--- src/rtl/decode_stage_pkg.sv ---
// RV32I decode definitions shared by the decode stage and its immediate generator.
package rv_pkg;

    localparam logic [6:0] OPC_LUI      = 7'b0110111;
    localparam logic [6:0] OPC_AUIPC    = 7'b0010111;
    localparam logic [6:0] OPC_JAL      = 7'b1101111;
    localparam logic [6:0] OPC_JALR     = 7'b1100111;
    localparam logic [6:0] OPC_BRANCH   = 7'b1100011;
    localparam logic [6:0] OPC_LOAD     = 7'b0000011;
    localparam logic [6:0] OPC_STORE    = 7'b0100011;
    localparam logic [6:0] OPC_OP_IMM   = 7'b0010011;
    localparam logic [6:0] OPC_OP       = 7'b0110011;
    localparam logic [6:0] OPC_MISC_MEM = 7'b0001111;
    localparam logic [6:0] OPC_SYSTEM   = 7'b1110011;

    typedef enum logic [3:0] {
        ALU_ADD   = 4'd0,
        ALU_SUB   = 4'd1,
        ALU_SLL   = 4'd2,
        ALU_SLT   = 4'd3,
        ALU_SLTU  = 4'd4,
        ALU_XOR   = 4'd5,
        ALU_SRL   = 4'd6,
        ALU_SRA   = 4'd7,
        ALU_OR    = 4'd8,
        ALU_AND   = 4'd9,
        ALU_PASSB = 4'd10
    } alu_op_t;

    typedef enum logic [2:0] {
        IMM_NONE = 3'd0,
        IMM_I    = 3'd1,
        IMM_S    = 3'd2,
        IMM_B    = 3'd3,
        IMM_U    = 3'd4,
        IMM_J    = 3'd5
    } imm_fmt_t;

    // Bit positions inside ex_ctrl
    localparam int CTRL_REG_WRITE   = 7;
    localparam int CTRL_MEM_READ    = 6;
    localparam int CTRL_MEM_WRITE   = 5;
    localparam int CTRL_BRANCH      = 4;
    localparam int CTRL_JAL         = 3;
    localparam int CTRL_JALR        = 2;
    localparam int CTRL_ALU_SRC_IMM = 1;
    localparam int CTRL_ILLEGAL     = 0;

    // ALU operation for OP / OP-IMM; SUB is only reachable from register-register ops
    function automatic alu_op_t aluFromFunct3(input logic [2:0] funct3,
                                              input logic       funct7b5,
                                              input logic       isRegReg);
        alu_op_t op;
        case (funct3)
            3'b000:  op = (isRegReg && funct7b5) ? ALU_SUB : ALU_ADD;
            3'b001:  op = ALU_SLL;
            3'b010:  op = ALU_SLT;
            3'b011:  op = ALU_SLTU;
            3'b100:  op = ALU_XOR;
            3'b101:  op = funct7b5 ? ALU_SRA : ALU_SRL;
            3'b110:  op = ALU_OR;
            default: op = ALU_AND;
        endcase
        return op;
    endfunction

endpackage

--- src/rtl/decode_stage_imm_gen.sv ---
// Combinational RV32I immediate extraction; all formats sign-extend from instr[31].
module imm_gen
    import rv_pkg::*;
(
    input  logic [31:0] instr,
    input  imm_fmt_t    fmt,
    output logic [31:0] imm
);

    // Select and assemble the immediate for the requested format
    always_comb begin
        case (fmt)
            IMM_I:   imm = {{20{instr[31]}}, instr[31:20]};
            IMM_S:   imm = {{20{instr[31]}}, instr[31:25], instr[11:7]};
            IMM_B:   imm = {{19{instr[31]}}, instr[31], instr[7], instr[30:25], instr[11:8], 1'b0};
            IMM_U:   imm = {instr[31:12], 12'b0};
            IMM_J:   imm = {{11{instr[31]}}, instr[31], instr[19:12], instr[20], instr[30:21], 1'b0};
            default: imm = 32'd0;
        endcase
    end

endmodule

--- src/rtl/decode_stage.sv ---
// RV32I decode stage: instruction decode, load-use hazard detection and the ID/EX register.
module decode_stage
    import rv_pkg::*;
#(
    parameter bit RESET_BUBBLE = 1'b1
) (
    input  logic        clk,
    input  logic        reset,
    input  logic        if_valid,
    output logic        if_ready,
    input  logic [31:0] if_instr,
    input  logic [31:0] if_pc,
    output logic [4:0]  rf_srcA,
    output logic [4:0]  rf_srcB,
    input  logic [31:0] rf_outputA,
    input  logic [31:0] rf_outputB,
    input  logic        ex_ready,
    output logic        ex_valid,
    output logic [31:0] ex_pc,
    output logic [31:0] ex_rs1_val,
    output logic [31:0] ex_rs2_val,
    output logic [31:0] ex_imm,
    output logic [4:0]  ex_rs1,
    output logic [4:0]  ex_rs2,
    output logic [4:0]  ex_rd,
    output logic [3:0]  ex_alu_op,
    output logic [7:0]  ex_ctrl,
    input  logic        ex_load_pending,
    input  logic [4:0]  ex_load_rd,
    input  logic        flush
);

    logic [6:0]  opcode;
    logic [4:0]  rs1, rs2, rd;
    logic [2:0]  funct3;
    imm_fmt_t    immFmt;
    alu_op_t     aluOp;
    logic [7:0]  ctrl;
    logic [31:0] imm;
    logic        useRs1, useRs2;
    logic        hazard, advance, accept;

    logic        exValid;
    logic [31:0] exPc, exRs1Val, exRs2Val, exImm;
    logic [4:0]  exRs1, exRs2, exRd;
    alu_op_t     exAluOp;
    logic [7:0]  exCtrl;

    assign opcode = if_instr[6:0];
    assign rd     = if_instr[11:7];
    assign funct3 = if_instr[14:12];
    assign rs1    = if_instr[19:15];
    assign rs2    = if_instr[24:20];

    assign rf_srcA = rs1;
    assign rf_srcB = rs2;

    imm_gen uImmGen (
        .instr (if_instr),
        .fmt   (immFmt),
        .imm   (imm)
    );

    // Decode opcode into control bits, ALU op, immediate format and source usage
    always_comb begin
        immFmt = IMM_NONE;
        aluOp  = ALU_ADD;
        ctrl   = 8'd0;
        useRs1 = 1'b1;
        useRs2 = 1'b0;
        case (opcode)
            OPC_LUI: begin
                immFmt = IMM_U;
                aluOp  = ALU_PASSB;
                useRs1 = 1'b0;
                ctrl[CTRL_REG_WRITE]   = 1'b1;
                ctrl[CTRL_ALU_SRC_IMM] = 1'b1;
            end
            OPC_AUIPC: begin
                immFmt = IMM_U;
                useRs1 = 1'b0;
                ctrl[CTRL_REG_WRITE]   = 1'b1;
                ctrl[CTRL_ALU_SRC_IMM] = 1'b1;
            end
            OPC_JAL: begin
                immFmt = IMM_J;
                useRs1 = 1'b0;
                ctrl[CTRL_REG_WRITE] = 1'b1;
                ctrl[CTRL_JAL]       = 1'b1;
            end
            OPC_JALR: begin
                immFmt = IMM_I;
                ctrl[CTRL_REG_WRITE]   = 1'b1;
                ctrl[CTRL_JALR]        = 1'b1;
                ctrl[CTRL_ALU_SRC_IMM] = 1'b1;
            end
            OPC_BRANCH: begin
                immFmt = IMM_B;
                useRs2 = 1'b1;
                // beq/bne compare by subtraction; the rest by signed/unsigned set-less-than
                aluOp  = (funct3[2:1] == 2'b10) ? ALU_SLT :
                         (funct3[2:1] == 2'b11) ? ALU_SLTU : ALU_SUB;
                ctrl[CTRL_BRANCH] = 1'b1;
            end
            OPC_LOAD: begin
                immFmt = IMM_I;
                ctrl[CTRL_REG_WRITE]   = 1'b1;
                ctrl[CTRL_MEM_READ]    = 1'b1;
                ctrl[CTRL_ALU_SRC_IMM] = 1'b1;
            end
            OPC_STORE: begin
                immFmt = IMM_S;
                useRs2 = 1'b1;
                ctrl[CTRL_MEM_WRITE]   = 1'b1;
                ctrl[CTRL_ALU_SRC_IMM] = 1'b1;
            end
            OPC_OP_IMM: begin
                immFmt = IMM_I;
                aluOp  = aluFromFunct3(funct3, if_instr[30], 1'b0);
                ctrl[CTRL_REG_WRITE]   = 1'b1;
                ctrl[CTRL_ALU_SRC_IMM] = 1'b1;
            end
            OPC_OP: begin
                useRs2 = 1'b1;
                aluOp  = aluFromFunct3(funct3, if_instr[30], 1'b1);
                ctrl[CTRL_REG_WRITE] = 1'b1;
            end
            OPC_MISC_MEM, OPC_SYSTEM: begin
                // Treated as NOPs: no side effects leave decode
            end
            default: begin
                ctrl[CTRL_ILLEGAL] = 1'b1;
            end
        endcase
        if (rd == 5'd0) begin
            ctrl[CTRL_REG_WRITE] = 1'b0;
        end
    end

    // Load-use hazard against the instruction currently in execute
    always_comb begin
        hazard = ex_load_pending && (ex_load_rd != 5'd0) &&
                 ((useRs1 && (ex_load_rd == rs1)) || (useRs2 && (ex_load_rd == rs2)));
    end

    assign advance  = !exValid || ex_ready;
    assign if_ready = advance && !hazard && !flush && !reset;
    assign accept   = if_valid && if_ready;

    // ID/EX pipeline register: reset, then flush, then hold/advance
    always_ff @(posedge clk) begin
        if (reset) begin
            exValid <= 1'b0;
            exCtrl  <= 8'd0;
            if (RESET_BUBBLE) begin
                exPc     <= 32'd0;
                exRs1Val <= 32'd0;
                exRs2Val <= 32'd0;
                exImm    <= 32'd0;
                exRs1    <= 5'd0;
                exRs2    <= 5'd0;
                exRd     <= 5'd0;
                exAluOp  <= ALU_ADD;
            end
        end else if (flush) begin
            exValid <= 1'b0;
            exCtrl  <= 8'd0;
        end else if (advance) begin
            if (accept) begin
                exValid  <= 1'b1;
                exCtrl   <= ctrl;
                exPc     <= if_pc;
                exRs1Val <= rf_outputA;
                exRs2Val <= rf_outputB;
                exImm    <= imm;
                exRs1    <= rs1;
                exRs2    <= rs2;
                exRd     <= rd;
                exAluOp  <= aluOp;
            end else begin
                exValid  <= 1'b0;
                exCtrl   <= 8'd0;
                exPc     <= 32'd0;
                exRs1Val <= 32'd0;
                exRs2Val <= 32'd0;
                exImm    <= 32'd0;
                exRs1    <= 5'd0;
                exRs2    <= 5'd0;
                exRd     <= 5'd0;
                exAluOp  <= ALU_ADD;
            end
        end
    end

    assign ex_valid   = exValid;
    assign ex_pc      = exPc;
    assign ex_rs1_val = exRs1Val;
    assign ex_rs2_val = exRs2Val;
    assign ex_imm     = exImm;
    assign ex_rs1     = exRs1;
    assign ex_rs2     = exRs2;
    assign ex_rd      = exRd;
    assign ex_alu_op  = exAluOp;
    assign ex_ctrl    = exCtrl;

endmodule

--- config.mk ---
export PLATFORM = sky130hd
export DESIGN_NAME = decode_stage
export DESIGN_NICKNAME = d
export VERILOG_FILES = /design/src/rtl/decode_stage_pkg.sv /design/src/rtl/decode_stage_imm_gen.sv /design/src/rtl/decode_stage.sv
export SDC_FILE = /design/constraint.sdc
export NUM_CORES = 1
export LEC_CHECK = 0
export ABC_AREA = 1
export CAP_MARGIN = 40
export CORE_ASPECT_RATIO = 1.1
export CORE_MARGIN = 3
export CORE_UTILIZATION = 25
export DETAILED_ROUTE_END_ITERATION = 8
export PLACE_DENSITY = 0.55
export SYNTH_ARGS = -nofsm -noshare
export SYNTH_HDL_FRONTEND = slang
export SYNTH_SLANG_ARGS = --single-unit
--- constraint.sdc ---
create_clock -name clk -period 3.5 [get_ports clk]
set_input_delay 1.05 -clock clk [delete_from_list [all_inputs] [get_ports clk]]
set_output_delay 1.05 -clock clk [all_outputs]
set_load 0.05 [all_outputs]
==> results of run 1 <==
-- worst min path at each step --
stage	to	start	slack [ns]
after CTS	ex_rs1_val[29]$_SDFFE_PP0P_	ex_rs1_val[29]$_SDFFE_PP0P_	0.46
after detailed placement	ex_rs1_val[2]$_SDFFE_PP0P_	ex_rs1_val[2]$_SDFFE_PP0P_	0.45
after global placement	ex_ctrl[4]$_SDFFE_PP0N_	ex_ctrl[4]$_SDFFE_PP0N_	0.45
after floorplan	ex_ctrl[0]$_SDFFE_PP0N_	ex_ctrl[0]$_SDFFE_PP0N_	0.68
final	ex_rs2_val[7]$_SDFFE_PP0P_	ex_rs2_val[7]$_SDFFE_PP0P_	0.46
after global routing	ex_pc[13]$_SDFFE_PP0P_	ex_pc[13]$_SDFFE_PP0P_	0.48
-- tightest hold or removal path, cell delays in order, from the launching register on --
cell and delay (ns):
dfxtp_1 0.31, nand2_1 0.06, a21oi_1 0.05
-- flip-flops by register name (all words and copies together), names as in the netlist --
name        cells
ex_alu_op       4
ex_ctrl         8
ex_imm         32
ex_pc          32
ex_rd           5
ex_rs1          5
ex_rs1_val     32
ex_rs2          5
ex_rs2_val     32
ex_valid        1
-- report_power, final --
group / internal, mW / leakage (nW) / switching [mW] / total [mW]
clock network: 1.06 / 0.257 / 0.793 / 1.85
registers: 1.81 / 1.26 / 0.0165 / 1.82
logic: 0.306 / 3.08 / 0.431 / 0.737
-- per-stage QoR --
| stage | util | hold WS, ns |
|---|---|---|
| 2_1_floorplan | - | 0.685 |
| 3_3_place_gp | 0.378 | 0.451 |
| 3_5_place_dp | 0.379 | 0.454 |
| 4_1_cts | 0.399 | 0.464 |
| 5_1_grt | 0.400 | 0.480 |
| 6_report | 0.400 | 0.463 |
-- kinds of logic (layout without fill, tap and decap cells) --
logic type / Yosys count / in the layout / share of synthesized area
other cells: 0 / 1 / 0
flops: 156 / 156 / 0.420
xor+xnor: 8 / 8 / 0.00942
compound gates: 180 / 180 / 0.140
buf+inv: 133 / 425 / 0.0986
simple gates: 453 / 453 / 0.332
-- cell type report --
cell class	instances	area share
timing repair buffer	360	0.317
tap	368	0.0398
clock inverter	10	0.0103
multi-input combinational	641	0.313
antenna	1	0.000216
inverter	35	0.0114
sequential	156	0.270
clock buffer	20	0.0386
-- per-layer routing --
| metal | part of all wire | track usage |
|---|---|---|
| met5 | 0.00046 | 0 |
| met2 | 0.47 | 0.273 |
| met4 | 0.029 | 0.0624 |
| met1 | 0.44 | 0.221 |
| met3 | 0.060 | 0.0499 |
-- repair_timing --
action | in CTS | in global routing
buffers inserted | 1 | 2
pin swaps | 4 | 3
gates resized for setup | 11 | 3
setup endpoints to repair | 1 | 1
-- cells in the final DEF (no fill, tap or decap), types with 3 or more instances in the layout --
master / synthesis / final
nor2_4: 6 / 8
nor2_1: 18 / 16
nand4_1: 117 / 117
a21oi_1: 131 / 131
xor2_1: 3 / 3
buf_12: 1 / 17
clkbuf_16: 0 / 17
a21oi_2: 34 / 34
nand4_2: 40 / 40
nand2_1: 235 / 233
inv_1: 29 / 29
inv_2: 6 / 6
xnor2_1: 5 / 5
dlygate4sd2_1: 0 / 5
clkdlybuf4s50_1: 0 / 285
nand3_1: 18 / 18
nand2_2: 9 / 10
o211ai_1: 3 / 3
buf_4: 13 / 48
dfxtp_1: 156 / 156
o21ai_0: 8 / 8
clkinvlp_4: 0 / 6
==> metrics.md, run 1 <==
| Metric | Value |
|---|---|
| Critical Path End Type | output port |
| Flop-to-flop setup slack | 1.54 ns |
| Share of post-route cells with drive strength above 1 | 0.165 |
| Initial antenna violation count | 2 |
| Final Hold Vio Count | 0 |
| Worst endpoint data arrival time | 2.39 ns |
| Placed cell area | 11000 µm² |
| Clk slew on worst S/H paths | 0.06 ns |
| Max-Cap Viols | 0 |
| Status | complete, no violations |
| # H-tree levels | 4 |
| Critical path type | primary input to output port |
| Synth Warn # | 0 |
| Final Max Slew Viols | 0 |
| Netlist Area Pre-Place | 7440 µm² |
| Power, Total | 4.42 mW |
| CTS buffer count | 17 |
| Largest net degree at the start of global routing | 148 |
| Via Count | 7683 |
| Worst Setup SP | ex_load_rd[0] |
| Detailed Routing Iterations Pass 1 | 5 |
| Syn avg cell area | 8.00 µm² |
| Nets | 1350 |
| CP most frequent cell | nand2_1 |
| Area grow syn2layout | 55.7% |
| Number of synthesized register bits | 156 |
| Worst Skew | 0.0107 ns |
| RR Endpoint | ex_rs1_val[16]$_SDFFE_PP0P_ |
| Vias per inst | 4.83 |
| Multi-input gate area | 3620 µm² |
| Crit path buffers/inverters | 3 |
| Post-synthesis async set-or-reset flop share | 0 |
| Leakage power | 4.60 nW |
| Worst-Skew Late Latency | 0.43 ns |
| Std-Cell Rows | 65 |
| Crit path launch type | primary input |
| Critical Path Stages | 7 |
| Hpwl dp | 19500 µm |
| Most common cell in the netlist | nand2_1 |
| CORE AREA | 29000 µm² |
| Post-synth top area share | 0.420 |
| Root Driver | clkbuf_16 |
| Placed Cells | 1557 |
| Final WS setup | 0.0635 ns |
| FF/Latch Area | 3120 µm² |
| Power Dens Cells | 382 nW/µm² |
| CP required | 2.45 ns |
| Most instantiated cells after synthesis | nand2_1 (235), dfxtp_1 (156), a21oi_1 (131), nand4_1 (117), clkbuf_1 (41) |
| Post-CTS Hold Fix Bufs | 0 |
| Final ANT Viol Nets | 0 |
| Worst Hold Class | register to register |
| Critical Path Sink | if_ready |
| Final wirelength | 28300 µm |
| FF-to-FF Start | ex_valid$_SDFFE_PP0N_ |
| Crit-path leading delay family | buffers and inverters |
| Max VDD drop | 0.236 mV |
| Period utilisation layout | 0.982 |
| Sequential-to-total area share from yosys stat | 0.420 |
| Clk buf depth | 2 |
| Die W | 170 µm |
| Setup_tns | 0 ns |
| WL/cell | 17.8 µm |
| Area leader, netlist | dfxtp_1 |
| Post-synth top flop | dfxtp_1 |
| GR Overflow Total | 0 |
| Worst path max stage delay | 0.48 ns |
| Syn Nets | 1069 |
| Vias in the first global route | 7327 |
| Place WS | -0.0885 ns |
| Unrepaired setup endpoints after global routing | no |
| Post-Synthesis Cells | 930 |
| DR iter-0 viols | 543 |
| Final min period | 3.44 ns |
| Port bufs | 305 |
| Synth unique cells | 32 |
| Routability congestion estimate | 0.864 |
| Relative slew slack | 0.436 |
| Final setup violation count | 0 |
| Initial cell density of the core | 0.257 |
| DIE AREA | 31900 µm² |
| IO Pins | 306 |
| Synth top area cells | dfxtp_1 (42%), nand2_1 (12%), nand4_1 (9.8%) |
| CTS tree | yes |
| Worst Tran Pin Value | 0.846 ns |
| CTS Sinks | 156 |
| Post-synth EDFFs | 0 |
| Global-route wire length before repair | 43100 µm |
| Fill cells | 2952 |
| R2R cell count | 8 |
| Fmax | 291 MHz |
| Final Cell Area | 11600 µm² |
| Crit-path cells | clkdlybuf4s50_1, nor4_1, nand2_1, nand2_1, inv_1, a21boi_2, buf_12 |
| Fin cells | 1591 |
| GRT Total Usage | 0.172 |
| Worst Path Max Fanout | 3 |
| DRC Markers | 0 |
| CP max stage cell | clkdlybuf4s50_1 |
| WHS Path Cells | 2 |
| Die Y | 187 µm |
Power figures use the tool's default switching activity.
==> run 2: changes to the inputs <==
CELL_PAD_IN_SITES_DETAIL_PLACEMENT = 0   (was not set)
CELL_PAD_IN_SITES_GLOBAL_PLACEMENT = 1   (was not set)
CTS_BUF_LIST = sky130_fd_sc_hd__clkbuf_16   (was not set)
PLACE_DENSITY = 0.72   (was 0.55)
==> run 2 against run 1 <==
  * First-iteration DRC count shrank 8.5%
  * Clock skew grew 0.0038 ns
  * Combinational power is essentially flat
  * Count of clock-buffer cells in the layout down 3
  * Sequential share of layout area up 0.064 points
  * Global-route usage grew 0.087 points
  * Critical path depth stayed put
  * Sequential cell count stayed put
  * Largest power group unchanged
==> metrics.md, run 2 (synthesis results as in run 1) <==
| Metric | Value |
|---|---|
| # H-tree levels | 4 |
| Final wirelength | 28100 µm |
| WL/cell | 17.7 µm |
| Final ANT Viol Nets | 0 |
| Detailed Routing Iterations Pass 1 | 5 |
| Clk buf depth | 2 |
| RR Endpoint | ex_pc[10]$_SDFFE_PP0P_ |
| Commonest non-fill, non-tap cells in the layout | clkdlybuf4s50_1 (285), nand2_1 (233), dfxtp_1 (156), a21oi_1 (131), nand4_1 (117) |
| Fill cells | 2997 |
| Routability congestion estimate | 0.795 |
| Nets | 1343 |
| Final Hold Vio Count | 0 |
| Clk slew on worst S/H paths | 0.07 ns |
| Critical Path End Type | output port |
| Post-CTS Hold Fix Bufs | 0 |
| Hpwl dp | 19100 µm |
| Worst endpoint data arrival time | 2.37 ns |
| CORE AREA | 29000 µm² |
| Status | complete, no violations |
| Number of diodes | 0 |
| Global-route wire length before repair | 43400 µm |
| CTS buffer count | 17 |
| WHS Path Cells | 2 |
| Via Count | 7591 |
| Port bufs | 305 |
| Relative slew slack | 0.471 |
| CP required | 2.45 ns |
| Max-Cap Viols | 0 |
| Initial cell density of the core | 0.257 |
| Vias per inst | 4.79 |
| Most common cell after layout, fill and taps aside | clkdlybuf4s50_1 |
| DIE AREA | 31900 µm² |
| Final setup violation count | 0 |
| Setup bufs post-CTS | 0 |
| Worst Tran Pin Value | 0.794 ns |
| Share of post-route cells with drive strength above 1 | 0.163 |
| CTS tree | yes |
| CTS Sinks | 156 |
| HP Start | ex_rs1_val[6]$_SDFFE_PP0P_ |
| Die Y | 187 µm |
| FF/Latch Area | 3120 µm² |
| Vias in the first global route | 7304 |
| Multi-input gate area | 3620 µm² |
| DR iter-0 viols | 497 |
| GR Overflow Total | 0 |
| Period utilisation layout | 0.977 |
| Worst Skew | 0.0145 ns |
| Place WS | -0.0791 ns |
| Critical path type | primary input to output port |
| Crit path launch type | primary input |
| Worst Hold Class | register to register |
| Setup_tns | 0 ns |
| FF-to-FF Start | ex_valid$_SDFFE_PP0N_ |
| Initial antenna violation count | 0 |
| Max VDD drop | 0.210 mV |
| Worst Path Max Fanout | 4 |
| Unrepaired setup endpoints after global routing | no |
| Final WS setup | 0.0816 ns |
| IO Pins | 306 |
| Leakage power | 4.61 nW |
| GRT Total Usage | 0.173 |
| Final min period | 3.42 ns |
| Final Max Slew Viols | 0 |
| Root Driver | clkbuf_16 |
| Flop-to-flop setup slack | 1.59 ns |
| Die W | 170 µm |
| Largest net degree at the start of global routing | 148 |
| Fmax | 293 MHz |
| End of the worst hold path | ex_rs1_val[6]$_SDFFE_PP0P_ |
| Std-Cell Rows | 65 |
| Power Dens Cells | 382 nW/µm² |
| Area grow syn2layout | 55.3% |
| R2R cell count | 8 |
| DRC Markers | 0 |
| Worst-Skew Late Latency | 0.45 ns |
[run 2: cell types whose count changed in the layout (fill, tap and decap cells not counted), sizes merged]
cell          delta
clkinv           +2
dlygate4sd2      -1
clkbuf           -3
dlymetal6s2s     +1
diode            -1
clkinvlp         -4
inv              +9
bufinv           -2
buf              -7
[run 2: power breakdown]
part           leakage, nW  total (mW)  switching, mW  internal [mW]
Clock                0.276        1.86          0.908          0.949
Sequential            1.26        1.82         0.0163           1.81
Combinational         3.07       0.736          0.431          0.305
Total                 4.61        4.42           1.36           3.06
[run 2: through the flow]
| stage | cells | area, µm² | total power, mW | utilization | hold slack (ns) |
|---|---|---|---|---|---|
| final | 1585 | 11500 | 4.42 | 0.399 | 0.464 |
| after global routing | 1585 | 11500 | 4.60 | 0.399 | 0.479 |
| after CTS | 1585 | 11500 | 4.48 | 0.399 | 0.465 |
| after global placement | 1551 | 10900 | 2.60 | 0.376 | 0.451 |
| after floorplan | 930 | 7440 | 2.24 | - | 0.685 |
| after detailed placement | 1553 | 11000 | 2.60 | 0.378 | 0.454 |
[run 2: per-layer routing]
layer / share of wire / track usage
met1: 0.44 / 0.229
met2: 0.48 / 0.273
met3: 0.064 / 0.0457
met4: 0.022 / 0.0552
met5: 0 / 0
[run 2: final cells by class]
class / count / share of cell area
clock buffer: 17 / 0.0368
sequential: 156 / 0.270
clock inverter: 15 / 0.0127
timing repair buffer: 353 / 0.316
tap: 368 / 0.0399
multi-input combinational: 641 / 0.313
inverter: 35 / 0.0114
[run 2: repair_timing]
| item | in CTS | in global routing |
|---|---|---|
| setup endpoints to repair | 1 | 1 |
| pin swaps | 1 | 4 |
| resized for setup | 10 | 3 |
[run 2: how the worst max path moves through the flow]
stage          cells after the start     startpoint       end
2_1_floorplan                      7       ex_ready  if_ready
3_3_place_gp                      10    if_instr[2]  if_ready
3_5_place_dp                      10    if_instr[2]  if_ready
4_1_cts                           10    if_instr[0]  if_ready
5_1_grt                            7  ex_load_rd[1]  if_ready
6_report                           7  ex_load_rd[1]  if_ready
[run 2: critical path, cell delays in order]
cell	delay, ns
clkdlybuf4s50_1	0.48
nor4_1	0.31
nand2_1	0.08
nand2_1	0.06
inv_1	0.05
a21boi_2	0.18
buf_12	0.16
==> run 3: changes to the inputs <==
RECOVER_POWER = 100   (was not set)
REMOVE_ABC_BUFFERS = 1   (was not set)
==> run 3 against run 2 <==
  * Global-route usage shrank 0.28 points
  * Combinational power decreased by 3.3%
  * First-iteration DRC count shrank 27%
  * Sequential cell count did not move
  * Critical path depth up 3
  * Cell area down 1.5%
  * Sequential power hardly changed
  * Fmax increased by 0.36%
  * Non-clock buffer count rose by 5
==> metrics.md, run 3 (synthesis results as in run 1) <==
| Metric | Value |
|---|---|
| Max VDD drop | 0.301 mV |
| CTS tree | yes |
| Port bufs | 305 |
| Unrepaired setup endpoints after global routing | no |
| Post-layout util | 0.393 |
| Worst Tran Pin Value | 1.29 ns |
| Root Driver | clkbuf_16 |
| Fmax | 294 MHz |
| GR Overflow Total | 0 |
| # H-tree levels | 4 |
| CORE AREA | 29000 µm² |
| Final WS setup | 0.0938 ns |
| Global-route wire length before repair | 43200 µm |
| Final Cell Area | 11400 µm² |
| Initial cell density of the core | 0.257 |
| Power, Total | 4.35 mW |
| Crit path launch type | primary input |
| Die Y | 187 µm |
| Placed cell area | 11000 µm² |
| WL/cell | 17.9 µm |
| Net Switching | 1.23 mW |
| Relative slew slack | 0.141 |
| Share of post-route cells with drive strength above 1 | 0.134 |
| Clk buf depth | 2 |
| Placed Cells | 1556 |
| Final ANT Viol Nets | 0 |
| Worst Setup SP | if_instr[19] |
| Final setup violation count | 0 |
| Internal cell power | 3.13 mW |
| Detailed Routing Iterations Pass 1 | 4 |
| Fin cells | 1589 |
| CTS Sinks | 156 |
| Critical path type | primary input to output port |
| Worst Hold Class | register to register |
| FF-to-FF Start | ex_valid$_SDFFE_PP0N_ |
| HP Start | ex_pc[2]$_SDFFE_PP0P_ |
| Multi-input gate area | 3470 µm² |
| DR iter-0 viols | 362 |
| IO Pins | 306 |
| Period utilisation layout | 0.973 |
| Final min period | 3.41 ns |
| Flop pwr share | 0.419 |
| Critical Path End Type | output port |
| Worst endpoint data arrival time | 2.36 ns |
| Final Max Slew Viols | 0 |
| Largest net degree at the start of global routing | 149 |
| Area grow syn2layout | 52.9% |
| Worst Skew | 0.0118 ns |
| DRC Markers | 0 |
| CP required | 2.45 ns |
| Initial antenna violation count | 3 |
| Power Dens Cells | 383 nW/µm² |
| Die W | 170 µm |
| Sw frac | 0.282 |
| Status | complete, no violations |
| GRT Total Usage | 0.170 |
| Max-Cap Viols | 0 |
| FF/Latch Area | 3120 µm² |
| Clk slew on worst S/H paths | 0.06 ns |
| Via Count | 7647 |
| DIE AREA | 31900 µm² |
| Commonest non-fill, non-tap cells in the layout | nand2_1 (234), dfxtp_1 (156), dlygate4sd3_1 (156), a21oi_1 (139), nand4_1 (136) |
| Place WS | -0.108 ns |
| Fill cells | 3014 |
| Hold_ws | 0.458 ns |
| Setup_tns | 0 ns |
| CTS buffer count | 17 |
| Worst Path Max Fanout | 3 |
| Vias per inst | 4.81 |
| Final wirelength | 28400 µm |
| Std-Cell Rows | 65 |
| Routability congestion estimate | 0.893 |
| Clk network pwr share | 0.418 |
| Vias in the first global route | 7354 |
| Combinational share of power | 0.164 |
| Nets | 1348 |
| Final Hold Vio Count | 0 |
| Leakage power | 4.92 nW |
| Most common cell after layout, fill and taps aside | nand2_1 |
| Worst-Skew Late Latency | 0.42 ns |
| Hpwl dp | 18800 µm |
run 3: routing by layer:
| metal | vias up | wire [µm] | GRT usage |
|---|---|---|---|
| met1 | 3597 | 12400 | 0.218 |
| met2 | 238 | 13400 | 0.278 |
| met5 | - | 21 | 0 |
| met4 | 4 | 325 | 0.0340 |
| met3 | 21 | 2180 | 0.0585 |
| li1 | 3787 | - | - |
run 3: critical path: stages:
cell and delay [ns]:
clkdlybuf4s50_1 0.51, nand2_1 0.06, nand2_1 0.07, nand3_1 0.08, nor2_2 0.13, nand2_2 0.05
nand2_2 0.07, a21boi_2 0.05, buf_4 0.14, buf_12 0.14
run 3: layout make-up:
| cell class | instances | share of cell area |
|---|---|---|
| Clock buffer | 17 | 0.0374 |
| Timing Repair Buffer | 358 | 0.319 |
| Multi-Input combinational cell | 641 | 0.305 |
| Antenna cell | 1 | 0.000220 |
| Sequential cell | 156 | 0.275 |
| Inverter | 35 | 0.0116 |
| Tap cell | 368 | 0.0405 |
| Clock inverter | 13 | 0.0113 |
run 3: worst paths after layout:
| kind | slack, ns | end | depth (start not counted) |
|---|---|---|---|
| max reg2reg | 0.89 | ex_pc[2]$_SDFFE_PP0P_ | 8 |
| min reg2reg | 0.46 | ex_pc[2]$_SDFFE_PP0P_ | 2 |
| min | 0.46 | ex_pc[2]$_SDFFE_PP0P_ | 2 |
| max | 0.09 | if_ready | 10 |
run 3: power by group through the flow:
stage               logic, mW  clock network [mW]  registers (mW)
floorplan               0.156                   0            1.98
global placement        0.744                   0            1.86
global route            0.757                1.95            1.83
detailed placement      0.742                   0            1.86
finish                  0.712                1.82            1.82
CTS                     0.747                1.88            1.82
run 3: timing repair:
item	4_1_cts	5_1_grt
gates resized for setup	18	16
setup buffers	2	0
pin swaps	1	2
hold buffers	0	0
setup endpoints to repair	1	1
cloned	0	0
